**config.mk**
```make
export PLATFORM = sky130hd
export DESIGN_NAME = uart_rx
export DESIGN_NICKNAME = d
export VERILOG_FILES = /design/src/rtl/uart_pkg.sv /design/src/rtl/uart_baud_gen.sv /design/src/rtl/uart_rx.sv
export SDC_FILE = /design/constraint.sdc
export NUM_CORES = 1
export LEC_CHECK = 0
export CAP_MARGIN = 20
export CORE_ASPECT_RATIO = 1.25
export CORE_MARGIN = 8
export CORE_UTILIZATION = 56
export DETAILED_ROUTE_END_ITERATION = 16
export PLACE_DENSITY = 0.83
export SLEW_MARGIN = 20
export SYNTH_ARGS = -nofsm -noshare
export SYNTH_HDL_FRONTEND = slang
export SYNTH_HIERARCHICAL = 1
export SYNTH_SLANG_ARGS = --single-unit
```
**constraint.sdc**
```tcl
create_clock -name clk -period 2.85 [get_ports clk]
set_clock_uncertainty 0.15 [all_clocks]
set_input_delay 0.285 -clock clk [delete_from_list [all_inputs] [get_ports clk]]
set_output_delay 0.285 -clock clk [all_outputs]
set_load 0.03 [all_outputs]
```
**src/rtl/uart_pkg.sv**
```systemverilog
// Shared UART definitions: oversampling ratio, receiver FSM encoding,
// sample-phase constants and small helper functions.
package uart_pkg;

  // Oversample ticks per bit period, shared by uart_rx and uart_tx.
  localparam int OVERSAMPLE = 16;

  // Receiver states.
  typedef enum logic [1:0] {
    ST_IDLE  = 2'd0,
    ST_START = 2'd1,
    ST_DATA  = 2'd2,
    ST_STOP  = 2'd3
  } rx_state_e;

  // Tick phases within a bit. Single-sample mode re-aligns the phase counter
  // to mid start bit, so later bits are sampled on the phase-15 wrap.
  localparam logic [3:0] PHASE_MID  = 4'd7;
  localparam logic [3:0] PHASE_MID2 = 4'd8;
  localparam logic [3:0] PHASE_VOTE = 4'd9;
  localparam logic [3:0] PHASE_LAST = 4'd15;

  // Clocks per oversample tick, truncated, never below 1.
  function automatic int calc_div(input int clk_freq, input int baud_rate);
    int div;
    div = clk_freq / (baud_rate * OVERSAMPLE);
    return (div < 1) ? 1 : div;
  endfunction

  // 2-of-3 majority vote.
  function automatic logic majority3(input logic a, input logic b, input logic c);
    return (a & b) | (a & c) | (b & c);
  endfunction

endpackage

```
**src/rtl/uart_baud_gen.sv**
```systemverilog
// Free-running oversample tick generator: tick16 pulses for one clock every
// calc_div(CLK_FREQ, BAUD_RATE) clocks.
module uart_baud_gen
  import uart_pkg::*;
#(
  parameter int CLK_FREQ  = 25000000,
  parameter int BAUD_RATE = 9600
) (
  input  logic clk,
  input  logic rst_n,
  output logic tick16
);

  localparam int DIV = calc_div(CLK_FREQ, BAUD_RATE);
  localparam int CW  = (DIV > 1) ? $clog2(DIV) : 1;
  localparam logic [CW-1:0] DIV_LAST = CW'(DIV - 1);

  logic [CW-1:0] cnt_q;
  logic [CW-1:0] cnt_d;

  assign tick16 = (cnt_q == DIV_LAST);

  // Next count: wrap after DIV_LAST, otherwise increment.
  always_comb begin
    if (cnt_q == DIV_LAST) cnt_d = '0;
    else                   cnt_d = cnt_q + 1'b1;
  end

  // Tick counter register.
  always_ff @(posedge clk or negedge rst_n) begin
    // NOTE: sequential state is always assigned with <= so every flop samples
    // pre-edge values regardless of statement order.
    if (!rst_n) cnt_q <= '0;
    else        cnt_q <= cnt_d;
  end

endmodule

```
**src/rtl/uart_rx.sv**
```systemverilog
// UART receiver, 8N1, 16x oversampling, with sticky frame/overrun flags.
// Optional build macro UART_RX_MAJORITY_EN: each bit is the 2-of-3 majority
// of samples at phases 7, 8 and 9 (decided at phase 9); when undefined a
// single sample at phase 7 of the start bit aligns the later samples.
module uart_rx
  import uart_pkg::*;
#(
  parameter int CLK_FREQ  = 25000000,
  parameter int BAUD_RATE = 9600
) (
  input  logic       clk,
  input  logic       rst_n,
  input  logic       rx,
  input  logic       rx_read,
  output logic [7:0] rx_data,
  output logic       rx_ready,
  output logic       frame_err,
  output logic       overrun
);

  logic tick16;

  uart_baud_gen #(
    .CLK_FREQ  (CLK_FREQ),
    .BAUD_RATE (BAUD_RATE)
  ) u_baud_gen (
    .clk    (clk),
    .rst_n  (rst_n),
    .tick16 (tick16)
  );

  // Synchronizer, edge history and receiver state.
  logic [1:0] sync_q,    sync_d;
  logic       rx_prev_q, rx_prev_d;
  rx_state_e  state_q,   state_d;
  logic [3:0] phase_q,   phase_d;
  logic [2:0] bit_idx_q, bit_idx_d;
  logic [7:0] shift_q,   shift_d;
  logic [7:0] data_q,    data_d;
  logic       ready_q,   ready_d;
  logic       fe_q,      fe_d;
  logic       ov_q,      ov_d;

  logic rx_s;
  logic rx_fall;
  logic start_decide;
  logic bit_decide;
  logic bit_val;

  assign rx_s    = sync_q[1];
  assign rx_fall = rx_prev_q & ~rx_s;

`ifdef UART_RX_MAJORITY_EN
  // Samples taken at phases 7 and 8; the phase-9 sample completes the vote.
  logic [1:0] vote_q, vote_d;

  assign start_decide = tick16 && (phase_q == PHASE_VOTE);
  assign bit_decide   = start_decide;
  assign bit_val      = majority3(vote_q[0], vote_q[1], rx_s);

  // Capture the first two votes of each bit.
  always_comb begin
    vote_d = vote_q;
    if (tick16 && (phase_q == PHASE_MID))  vote_d[0] = rx_s;
    if (tick16 && (phase_q == PHASE_MID2)) vote_d[1] = rx_s;
  end

  // Vote sample register.
  always_ff @(posedge clk or negedge rst_n) begin
    if (!rst_n) vote_q <= 2'b11;
    else        vote_q <= vote_d;
  end
`else
  assign start_decide = tick16 && (phase_q == PHASE_MID);
  assign bit_decide   = tick16 && (phase_q == PHASE_LAST);
  assign bit_val      = rx_s;
`endif

  // Next-state logic for synchronizer, FSM, shifter and output registers.
  always_comb begin
    // NOTE: every signal gets a default here first, so no path through the
    // case/if tree can leave one unassigned and infer a latch.
    sync_d    = {sync_q[0], rx};
    rx_prev_d = rx_s;
    state_d   = state_q;
    phase_d   = phase_q;
    bit_idx_d = bit_idx_q;
    shift_d   = shift_q;
    data_d    = data_q;
    ready_d   = ready_q;
    fe_d      = fe_q;
    ov_d      = ov_q;

    if (tick16 && (state_q != ST_IDLE)) phase_d = phase_q + 1'b1;

    // A read clears the flags; a set in the same cycle below takes priority.
    if (rx_read) begin
      ready_d = 1'b0;
      fe_d    = 1'b0;
      ov_d    = 1'b0;
    end

    case (state_q)
      ST_IDLE: begin
        if (rx_fall) begin
          state_d = ST_START;
          phase_d = '0;
        end
      end
      ST_START: begin
        if (start_decide) begin
          if (bit_val) begin
            state_d = ST_IDLE;
          end else begin
            state_d   = ST_DATA;
            bit_idx_d = '0;
`ifndef UART_RX_MAJORITY_EN
            phase_d   = '0;
`endif
          end
        end
      end
      ST_DATA: begin
        if (bit_decide) begin
          shift_d = {bit_val, shift_q[7:1]};
          if (bit_idx_q == 3'd7) state_d = ST_STOP;
          else                   bit_idx_d = bit_idx_q + 1'b1;
        end
      end
      ST_STOP: begin
        // Leave at mid stop bit so a following start edge is not missed.
        if (bit_decide) begin
          state_d = ST_IDLE;
          if (bit_val) begin
            if (!ready_q || rx_read) begin
              data_d  = shift_q;
              ready_d = 1'b1;
            end else begin
              ov_d = 1'b1;
            end
          end else begin
            fe_d = 1'b1;
          end
        end
      end
      default: state_d = ST_IDLE;
    endcase
  end

  // Receiver FSM and registered outputs.
  always_ff @(posedge clk or negedge rst_n) begin
    // NOTE: only control/data registers here, no storage arrays, so all of
    // them can take an async reset value; the synchronizer resets to idle-high.
    if (!rst_n) begin
      sync_q    <= 2'b11;
      rx_prev_q <= 1'b1;
      state_q   <= ST_IDLE;
      phase_q   <= '0;
      bit_idx_q <= '0;
      shift_q   <= '0;
      data_q    <= '0;
      ready_q   <= 1'b0;
      fe_q      <= 1'b0;
      ov_q      <= 1'b0;
    end else begin
      sync_q    <= sync_d;
      rx_prev_q <= rx_prev_d;
      state_q   <= state_d;
      phase_q   <= phase_d;
      bit_idx_q <= bit_idx_d;
      shift_q   <= shift_d;
      data_q    <= data_d;
      ready_q   <= ready_d;
      fe_q      <= fe_d;
      ov_q      <= ov_d;
    end
  end

  assign rx_data   = data_q;
  assign rx_ready  = ready_q;
  assign frame_err = fe_q;
  assign overrun   = ov_q;

endmodule
```
======== Word-level counts from Yosys, hierarchy flattened ========
Cells that the tools add are included.
storage, ports and cells
  memories ................................ 0
  bits in writable memories ............... 0
  output and inout bits ................... 11
  latch bits .............................. 0
  ROM bits ................................ 0
  register bits after elaboration ......... 39
cells by class
  bitwise operators ....................... 2
  div/mod/pow operators ................... 0
  reduce and logical (&&, ||, !) cells .... 12
  shifts and indexed selects .............. 0
  eq/ne operators ......................... 14
  add/sub/neg operators ................... 3
  magnitude comparators ................... 0
  mux-type cells .......................... 32
  multiply operators ...................... 0
operators with widths
  cell                                           number
  two-way mux 4 bit                              4
  two-way mux 1 bit                              14
  != test 2 bit, second input constant           7
  two-way mux 2 bit                              6
  two-way mux 3 bit                              4
  AND reduction 5 bit                            2
  adder 8 x 1 -> 8 bit, second input constant    1
  == test 8 bit, second input constant           1
  two-way mux 8 bit                              1
  case mux 2 bit (4 select lines)                1
  case mux 4 bit (2 select lines)                1
  case mux 3 bit (2 select lines)                1
  adder 4 x 1 -> 4 bit, second input constant    1
  == test 2 bit, second input constant           2
  == test 4 x 3 -> 1 bit, second input constant  1
  == test 4 bit, second input constant           1
  AND reduction 4 bit                            1
  nonzero test 2 bit                             2
  adder 3 x 1 -> 3 bit, second input constant    1
  == test 3 bit, second input constant           1
  logical AND 1 bit                              3
  == test 2 x 1 -> 1 bit, second input constant  1
  logical NOT 2 bit                              1
  AND reduction 2 bit                            1
  4 further kinds                                4

======== Logic depth before layout (Yosys ltp) ========
Gate-level depths: netlist of run 1.
  word-level depth ........................ 6
  depth in mapped cells ................... 9
  mapped depth without buffers ............ 7

======== Hierarchy ========
Netlist of run 1, hierarchy kept.
modules (own cells, without submodules)
  module         area an instance (µm²)  times used  cells an instance  sequential area each (µm²)
  uart_rx        1392.6                  1           108                779.5
  uart_baud_gen  406.6                   1           37                 200.2

======== Worst setup path before layout of run 1 ========
OpenSTA, ideal clock, no wires.
  kind .................................... register to register
  start point ............................. reg u_baud_gen.cnt_q[2]
  end point ............................... reg data_q[1] (netlist: rx_data[1])
  period minus slack after synthesis ...... 2.308 ns
  arrival ................................. 2.033 ns
  slack ................................... 0.542 ns
  stages on the path, launching flop included .. 8
  cells stage by stage .................... dfrtp_1 -> or3_4 -> nor3_4 -> buf_2 -> and4_4 -> o211a_1 -> buf_6 -> mux2_2
on the way
  cells in the longest elaborated chain, start to end .. 3
RTL lines
  item                           line                 source
  start, declared                uart_baud_gen.sv:18  logic [CW-1:0] cnt_q;
  start signal, assigned         uart_baud_gen.sv:34  else cnt_q <= cnt_d;
  == test 8 bit                  uart_baud_gen.sv:21  assign tick16 = (cnt_q == DIV_LAST);
  via tick16                     uart_rx.sv:21        logic tick16;
  logical AND 1 bit              uart_rx.sv:75        assign bit_decide = tick16 && (phase_q == PHASE_LAST);
  AND reduction 4 bit (no line)  --
  end signal, assigned           uart_rx.sv:172       data_q <= data_d;
  end, declared                  uart_rx.sv:39        logic [7:0] data_q, data_d;
The timed path passes the listed nets, and every way through them passes these cells.
A chain may end at the register's enable or synchronous reset.

======== Worst setup path in the final report of run 1 ========
  start point ............................. reg u_baud_gen.cnt_q[2]
  end point ............................... reg shift_q[7]
on the way
  cells in the longest elaborated chain, start to end .. 3
RTL lines
  item                           line                 source
  == test 8 bit                  uart_baud_gen.sv:21
  via tick16                     uart_rx.sv:21
  logical AND 1 bit              uart_rx.sv:75
  AND reduction 2 bit (no line)  --
  end signal, assigned           uart_rx.sv:171       shift_q <= shift_d;
  end, declared                  uart_rx.sv:38        logic [7:0] shift_q, shift_d;
The timed path passes the listed nets, and every way through them passes these cells.

==> flow_summary.ini, run 1 <==
[logic_synthesis]
async_reset_ff_frac = 1.000
synthCells = 145
ys_warn_count = 6
synthFlopType = dfrtp_1
ys_seq_area_frac = 0.5445
syn-num-nets = 154
synth_cell_types = 41
synth.avg_cell_area_um2 = 12.41
synth_area_um2 = 1799
synth_edf_count = 0
synth_seq_cells = 39

[global_route]
grt_max_degree = 40
grt_antenna_before_repair = 0
overflow = 0
grtUsageTotal = 0.1319
grt_pass1_vias = 1212
grt_pass1_wl_mm = 5.388

[routing]
vias_per_cell = 5.827
dr.pass1.iters = 4
top_layer = met4
remaining_drc_errors = 0
finalWirelength_mm = 3.059
postRouteAntennaNets = 0
met2_length_mm = 1.513
wl_met1_mm = 1.312
wl_met3_um = 139
drtIter0Drc = 30
vias = 1177
post_drt_wl_per_cell_um = 15.14

[place]
placed_cell_area_um2 = 1962
place.detailed.hpwl_mm = 2.228
port_buffers = 14
place.gp.congestion = 0.8031

[pwr]
total_leakage_power_nw = 0.9526
p_per_area_nw_per_um2 = 465.0
p_total_w = 0.0009548
vdd_drop_max_mv = 0.3837

[min_path]
hold_path_class = reg -> reg

[finish]
synthToLayoutAreaGrowth_pct = 14.12
final_nets = 173
antenna_cells = 0
regArea_um2 = 979.7
multi_input_area_um2 = 767.0
fill_cells = 259
layout-drive-gt1-share = 0.2121
final_area_um2 = 2053

[cts]
cts_root_buffer = clkbuf_8
cts-resized-gates = 0
clk_path_buf_depth = 2
cts_buffers = 5
path_clk_slew_ns = 0.07
cts_tree = built
clock-sinks = 39
cts_setup_buffers = 0
h-tree-depth = 2
clk_latency_ns = 0.29

[timing]
final.setup.tns_ns = 0
drv_slew = 0
setup_viol = 0
period_minus_slack_ns = 2.304
worst_pin_slew_ns = 0.8209
finalCritPeriodShare = 0.8086
hold_viol = 0
rsz0062_at_grt = false
timing.hold.ws_ns = 0.2121
clock.fmax_mhz = 434.0
max_slew_margin = 0.4527

[worst_setup_path]
crit_required_ns = 2.87
critical_path_class = reg -> reg
arrival_ns = 2.33
crit_path_max_fanout = 11
startpoint_type = flop
critPathCaptureType = flop

[die]
initial_utilization = 0.5736
top_level_ports = 15
die_x_um = 66.70
die-area_um2 = 5294
die_h_um = 79.38
coreArea_um2 = 3137
num_rows = 23

[job]
drv_cap = 0

[run_status]
status = finished, final reports clean
worst max-delay path, cell delays in order, from the launching register on:
cell,delay (ns)
dfrtp_1,0.43
or3_4,0.41
nor3_4,0.18
buf_4,0.20
nand4_2,0.15
nor2_4,0.29
mux2_2,0.37
path summary, 6_finish.rpt:
check / depth (start not counted) / start / end / slack [ns]
setup / recovery: 6 / u_baud_gen/cnt_q[2] / shift_q[7] / 0.55
hold / removal: 0 / sync_q[0] / sync_q[1] / 0.21
setup reg to reg: 6 / u_baud_gen/cnt_q[2] / shift_q[7] / 0.55
hold reg to reg: 0 / sync_q[0] / sync_q[1] / 0.21
max in group asynchronous: 2 / rst_n / rx_data[0] / 1.54
min in group asynchronous: 2 / rst_n / u_baud_gen/cnt_q[3] / 0.49
timing repair:
action,CTS,global route
hold endpoints to repair,36,0
hold buffers,1,0
setup endpoints to repair,0,0
cells in the final DEF, fill, tap and decap left out, types with 2 or more instances in the layout:
cell	Yosys	final
a21o_1	2	2
a221o_1	3	3
a31oi_1	3	3
and3_1	4	4
clkbuf_1	0	2
clkbuf_8	0	5
clkdlybuf4s50_1	0	13
dfrtp_1	36	36
dfstp_2	3	3
ha_1	5	5
inv_1	7	7
mux2_2	16	16
nand2_1	5	5
nand2b_1	5	5
nand3_1	3	3
nand4_2	2	2
nor2_1	8	8
nor2b_1	6	6
nor3_1	2	2
o21ai_0	3	3
o2bb2ai_1	3	3
xnor2_1	5	5
per-stage QoR:
| step | instances | setup WS, ns | utilization |
|---|---|---|---|
| 2_1_floorplan | 145 | 0.5425 | - |
| 3_3_place_gp | 193 | 0.5752 | 0.6254 |
| 3_5_place_dp | 193 | 0.5478 | 0.6254 |
| 4_1_cts | 202 | 0.5305 | 0.6546 |
| 5_1_grt | 202 | 0.4201 | 0.6546 |
| 6_report | 202 | 0.5456 | 0.6546 |
power by group:
group          total (W)  switching (W)  internal (W)
logic          0.0000375      0.0000211     0.0000163
clock network   0.000349       0.000178      0.000172
registers       0.000568     0.00000847      0.000560
layout make-up:
class / count / share of cell area
flip-flops and latches: 39 / 0.4771
multi-input cells: 95 / 0.3736
repair buffers: 16 / 0.07434
clock buffers: 7 / 0.03717
well taps: 37 / 0.02255
inverters: 7 / 0.01280
clock inverters: 1 / 0.002438
registers in the layout (all words and copies together), names as in the netlist, named ones only:
signal	cells
bit_idx_q	3
frame_err	1
overrun	1
phase_q	4
rx_data	8
rx_prev_q	1
rx_ready	1
shift_q	8
state_q	1
sync_q	2
u_baud_gen/cnt_q	8
cell families (layout without fill, tap and decap cells):
group,Yosys count,after routing,synth area share
XOR/XNOR,5,5,0.02434
AND/OR/NAND/NOR,43,43,0.1509
flip-flops,39,39,0.5445
AO/OA/AOI/OAI,24,24,0.1043
multiplexers,18,18,0.1120
adder cells (fa/ha/maj),5,5,0.03477
buffers and inverters,11,31,0.02921
metal layers:
layer,vias up,global-route usage
li1,557,-
met1,587,0.1517
met3,11,0.04916
met5,-,0
met4,0,0.07709
met2,22,0.2033
cells in the mapped netlist, drive strengths merged (2+ instances only):
library cell,n,area [um^2]
dfstp,3,78.83
nor2,9,41.29
nor3,3,26.28
o21ai,3,15.01
a21o,2,15.01
inv,7,26.28
buf,4,26.27
nand2,5,18.77
dfrtp,36,900.9
nand2b,5,31.28
nand4,3,31.28
a31oi,3,18.77
a221o,3,30.03
mux2,17,191.4
nor2b,6,37.54
xnor2,5,43.79
ha,5,62.56
and3,4,25.02
o2bb2ai,3,26.28
nand3,3,15.01
Power figures use the tool's default switching activity.
==> inputs of run 2 (changes only) <==
Clock period 2.85 ns to 2.3 ns, I/O delays scaled along.
==> run 2 against run 1 <==
Net effect:
- wire length up 13%
- non-clock buffer count up 2
- design area up 3.7%
- combinational power up 30%
- count of clock-buffer cells in the layout down 2
- cell count up 1.5%
- sequential power up 24%
- total power up 38%
- critical path type unchanged
- largest power group unchanged
==> flow_summary.ini, run 2 (synthesis results as in run 1) <==
[die]
coreArea_um2 = 3137
die_x_um = 66.70
die-area_um2 = 5294
top_level_ports = 15
num_rows = 23
initial_utilization = 0.5736
die_h_um = 79.38

[timing]
final.setup.tns_ns = 0
hold_viol = 0
fin_ws_ns = 0.09414
rsz0062_at_grt = false
clock.fmax_mhz = 453.3
setup_viol = 0
drv_slew = 0
period_minus_slack_ns = 2.206
max_slew_margin = 0.4478
worst_pin_slew_ns = 0.8283
finalCritPeriodShare = 0.9591
timing.hold.ws_ns = 0.1845

[finish]
synthToLayoutAreaGrowth_pct = 18.36
final_cell_mix = dfrtp_1 (36), mux2_2 (16), clkdlybuf4s50_1 (13)
antenna_cells = 0
final_util = 0.6789
stdcell_count = 205
fill_cells = 234
final_nets = 176
layout-drive-gt1-share = 0.2500
final_common_cell = dfrtp_1
regArea_um2 = 979.7
multi_input_area_um2 = 793.3

[pwr]
p_sw_w = 0.0002774
switching_share = 0.2110
p_per_area_nw_per_um2 = 617.3
seqPwrFrac = 0.536
vdd_drop_max_mv = 0.6696
p_int_w = 0.001037
total_leakage_power_nw = 0.9797
p_clk_frac = 0.427
combPwrFrac = 0.037

[min_path]
hold_path_class = in -> reg

[global_route]
overflow = 0
grt_pass1_wl_mm = 5.982
grt_pass1_vias = 1243
grt_max_degree = 40
grt_antenna_before_repair = 0
grtUsageTotal = 0.1487

[routing]
finalWirelength_mm = 3.460
vias = 1208
dr.pass1.iters = 4
post_drt_wl_per_cell_um = 16.88
postRouteAntennaNets = 0
vias_per_cell = 5.893
remaining_drc_errors = 0
drtIter0Drc = 34

[place]
place.detailed.hpwl_mm = 2.422
place.gp.congestion = 0.8419
dp_slack_ns = -0.001487
dp_cells = 195
port_buffers = 14

[worst_setup_path]
cp_cell_sequence = or3_4, nor3_4, buf_6, nand4_2, nor2_4, mux2_2
crit_required_ns = 2.33
critical_path_class = reg -> reg
startpoint_type = flop
critPathCaptureType = flop
slowest_delay_ns = 0.42
crit_path_max_fanout = 11
arrival_ns = 2.23
critPathSlowestCell = or3_4

[run_status]
status = finished, final reports clean

[cts]
clk_path_buf_depth = 2
clk_latency_ns = 0.29
clock-sinks = 39
cts_tree = built
cts_setup_buffers = 0
cts_buffers = 5
cts_root_buffer = clkbuf_8
path_clk_slew_ns = 0.08
h-tree-depth = 2

[job]
drv_cap = 0
-- run 2: cell types whose count changed in the layout (fill, tap and decap cells not counted) --
cell,change
o211a_4,+1
buf_4,+1
buf_6,+1
nor2_4,+1
o41ai_1,-1
clkbuf_1,-2
bufinv_16,+1
o211a_1,-1
clkinv_4,+1
o41ai_2,+1
-- run 2: per-stage QoR --
step | power (W) | area [um^2]
after floorplan | 0.0007410 | 1802
after global placement | 0.0007609 | 1977
after detailed placement | 0.0007638 | 1977
after CTS | 0.001330 | 2100
after global routing | 0.001363 | 2130
final | 0.001315 | 2130
-- run 2: worst paths after layout --
kind	depth (start not counted)	from	slack (ns)	to
max	6	u_baud_gen/cnt_q[6]	0.09	shift_q[1]
min in group asynchronous	2	rst_n	0.42	asynchronous set/reset pin
max in group asynchronous	2	rst_n	1.06	u_baud_gen/cnt_q[1]
max reg2reg	6	u_baud_gen/cnt_q[6]	0.09	shift_q[1]
min	1	rx	0.18	sync_q[0]
min reg2reg	0	sync_q[0]	0.21	sync_q[1]
-- run 2: routing by layer --
metal	track usage	wire length [um]	up-vias
met5	0	0	-
met4	0.08351	93	0
met3	0.04916	159	9
met2	0.2387	1798	23
met1	0.1677	1409	606
li1	-	-	570
-- run 2: repair_timing --
| item | 4_1_cts | 5_1_grt |
|---|---|---|
| gates resized for setup | 0 | 5 |
| endpoints found under the hold margin | 36 | 0 |
| endpoints found under the setup margin | 0 | 21 |
| hold buffers | 1 | 0 |
-- run 2: worst max-delay path, delay by kind of cell (launching register included) --
family / cells / cell delay, ns
DFF: 1 / 0.39
and+or+nand+nor: 4 / 1.02
buffers and inverters: 1 / 0.16
muxes: 1 / 0.37
-- run 2: cell type report --
class                      instances  share of cell area
sequential                        39              0.4600
multi-input combinational         96              0.3725
clock buffer                       5             0.03231
clock inverter                     3             0.02056
inverter                           7             0.01234
tap                               37             0.02174
timing repair buffer              18             0.08049
-- run 2: power by group through the flow --
stage	Sequential (W)	Combinational, W	Clock [W]
6_report	0.000704	0.0000487	0.000561
5_1_grt	0.000705	0.0000549	0.000603
4_1_cts	0.000704	0.0000481	0.000578
3_5_place_dp	0.000717	0.0000467	0
3_3_place_gp	0.000716	0.0000446	0
2_1_floorplan	0.000709	0.0000321	0
==> inputs of run 3 (changes only) <==
Settings changed: CAP_MARGIN 20 to default, CORE_MARGIN 8 to 4.
==> run 3 against run 2 <==
Net effect:
- sequential power about the same
- worst hold slack got worse by 0.043 ns
- highest routed layer unchanged
- sequential share of layout area decreased by 0.30 points
==> flow_summary.ini, run 3 (synthesis results as in run 1) <==
[pwr]
p_total_w = 0.001311
vdd_drop_max_mv = 0.5863
total_leakage_power_nw = 0.9996
p_per_area_nw_per_um2 = 611.9

[cts]
path_clk_slew_ns = 0.10
cts_buffers = 5
clk_latency_ns = 0.35
clock-sinks = 39
cts_tree = built
h-tree-depth = 2
cts_root_buffer = clkbuf_4
clk_path_buf_depth = 2

[die]
num_rows = 22
top_level_ports = 15
initial_utilization = 0.5997
die_x_um = 58.70
die-area_um2 = 4190
coreArea_um2 = 3000
die_h_um = 71.38

[place]
place.gp.congestion = 0.8181
port_buffers = 14
place.detailed.hpwl_mm = 2.521
dp_slack_ns = 0.05188

[timing]
clock.fmax_mhz = 462.7
rsz0062_at_grt = false
drv_slew = 0
finalCritPeriodShare = 0.9396
setup_viol = 0
worst_pin_slew_ns = 0.8295
fin_ws_ns = 0.1389
hold_viol = 0
period_minus_slack_ns = 2.161
max_slew_margin = 0.4470
final.setup.tns_ns = 0

[finish]
final_cell_mix = dfrtp_1 (36), mux2_2 (16), clkdlybuf4s50_1 (13)
layout-drive-gt1-share = 0.2616
final_util = 0.7143
synthToLayoutAreaGrowth_pct = 19.12
final_nets = 180
final_common_cell = dfrtp_1
antenna_cells = 0

[global_route]
grt_antenna_before_repair = 0
grtUsageTotal = 0.1978
grt_max_degree = 40
grt_pass1_vias = 1309
grt_pass1_wl_mm = 6.154
overflow = 0

[worst_setup_path]
critPathSlowestCell = or3_4
critical_path_class = reg -> reg
crit_path_max_fanout = 10
crit_required_ns = 2.38
crit_start = u_baud_gen/cnt_q[6]
arrival_ns = 2.24
cp_cell_sequence = or3_4, nor3_4, buf_6, nand4_2, nor2_4, mux2_2
critPathCaptureType = flop
slowest_delay_ns = 0.41
startpoint_type = flop
rr_startpoint = u_baud_gen/cnt_q[6]

[min_path]
hold_path_class = in -> reg
min_from = rx

[routing]
drtIter0Drc = 35
vias = 1215
dr.pass1.iters = 4
finalWirelength_mm = 3.416
remaining_drc_errors = 0
vias_per_cell = 5.841
post_drt_wl_per_cell_um = 16.42
postRouteAntennaNets = 0

[run_status]
status = finished, final reports clean

[job]
drv_cap = 0
[run 3: cell count changes in the layout (fill, tap and decap cells not counted), sizes merged]
cell,previous run,this run
nor2,10,9
clkbuf,5,6
bufinv,1,2
clkinv,2,0
buf,4,9
[run 3: repair_timing]
action	in CTS	in global routing
setup buffers	0	1
endpoints found under the hold margin	36	0
hold buffers	1	0
setup endpoints to repair	0	19
resized for setup	0	4
[run 3: layer usage]
layer / vias to the layer above / share of wire / GRT usage
met2: 27 / 0.55 / 0.3453
met4: 0 / 0.027 / 0.09068
met1: 597 / 0.38 / 0.2189
met3: 9 / 0.038 / 0.05586
li1: 582 / - / -
met5: - / 0 / 0
[run 3: worst paths after layout]
path / end / slack (ns) / cells after the start
worst max-delay path: shift_q[5] / 0.14 / 6
worst min-delay path: sync_q[0] / 0.14 / 1
worst max register to register: shift_q[5] / 0.14 / 6
worst min register to register: sync_q[1] / 0.21 / 0
max in group asynchronous: rx_data[3] / 1.12 / 2
min in group asynchronous: bit_idx_q[1] / 0.35 / 2
[run 3: power by group]
part | leakage, nW | switching, W | internal, W
Clock | 0.0525 | 0.000219 | 0.000339
Combinational | 0.431 | 0.0000282 | 0.0000215
Sequential | 0.516 | 0.0000101 | 0.000693
Total | 1.00 | 0.000258 | 0.00105
[run 3: metrics by stage]
stage | hold slack, ns | instances | cell area (um^2)
detailed placement | 0.1998 | 198 | 2006
global placement | 0.1964 | 198 | 2006
finish | 0.1414 | 208 | 2143
global route | 0.1079 | 208 | 2143
floorplan | -0.2156 | 145 | 1802
CTS | 0.1166 | 207 | 2117
[run 3: final cells by class]
cell class	count	area (um^2)
Clock inverter	2	60.06
Clock buffer	6	41.29
Inverter	7	26.28
Tap cell	36	45.04
Sequential cell	39	979.7
Timing Repair Buffer	23	209.0
Fill cell	211	857.1
Multi-Input combinational cell	95	782.0
[run 3: critical path: cells and delay by family, from the launching register on]
kind,cells,cell delay [ns]
muxes,1,0.37
and+or+nand+nor,4,0.99
DFF,1,0.40
buffers and inverters,1,0.15
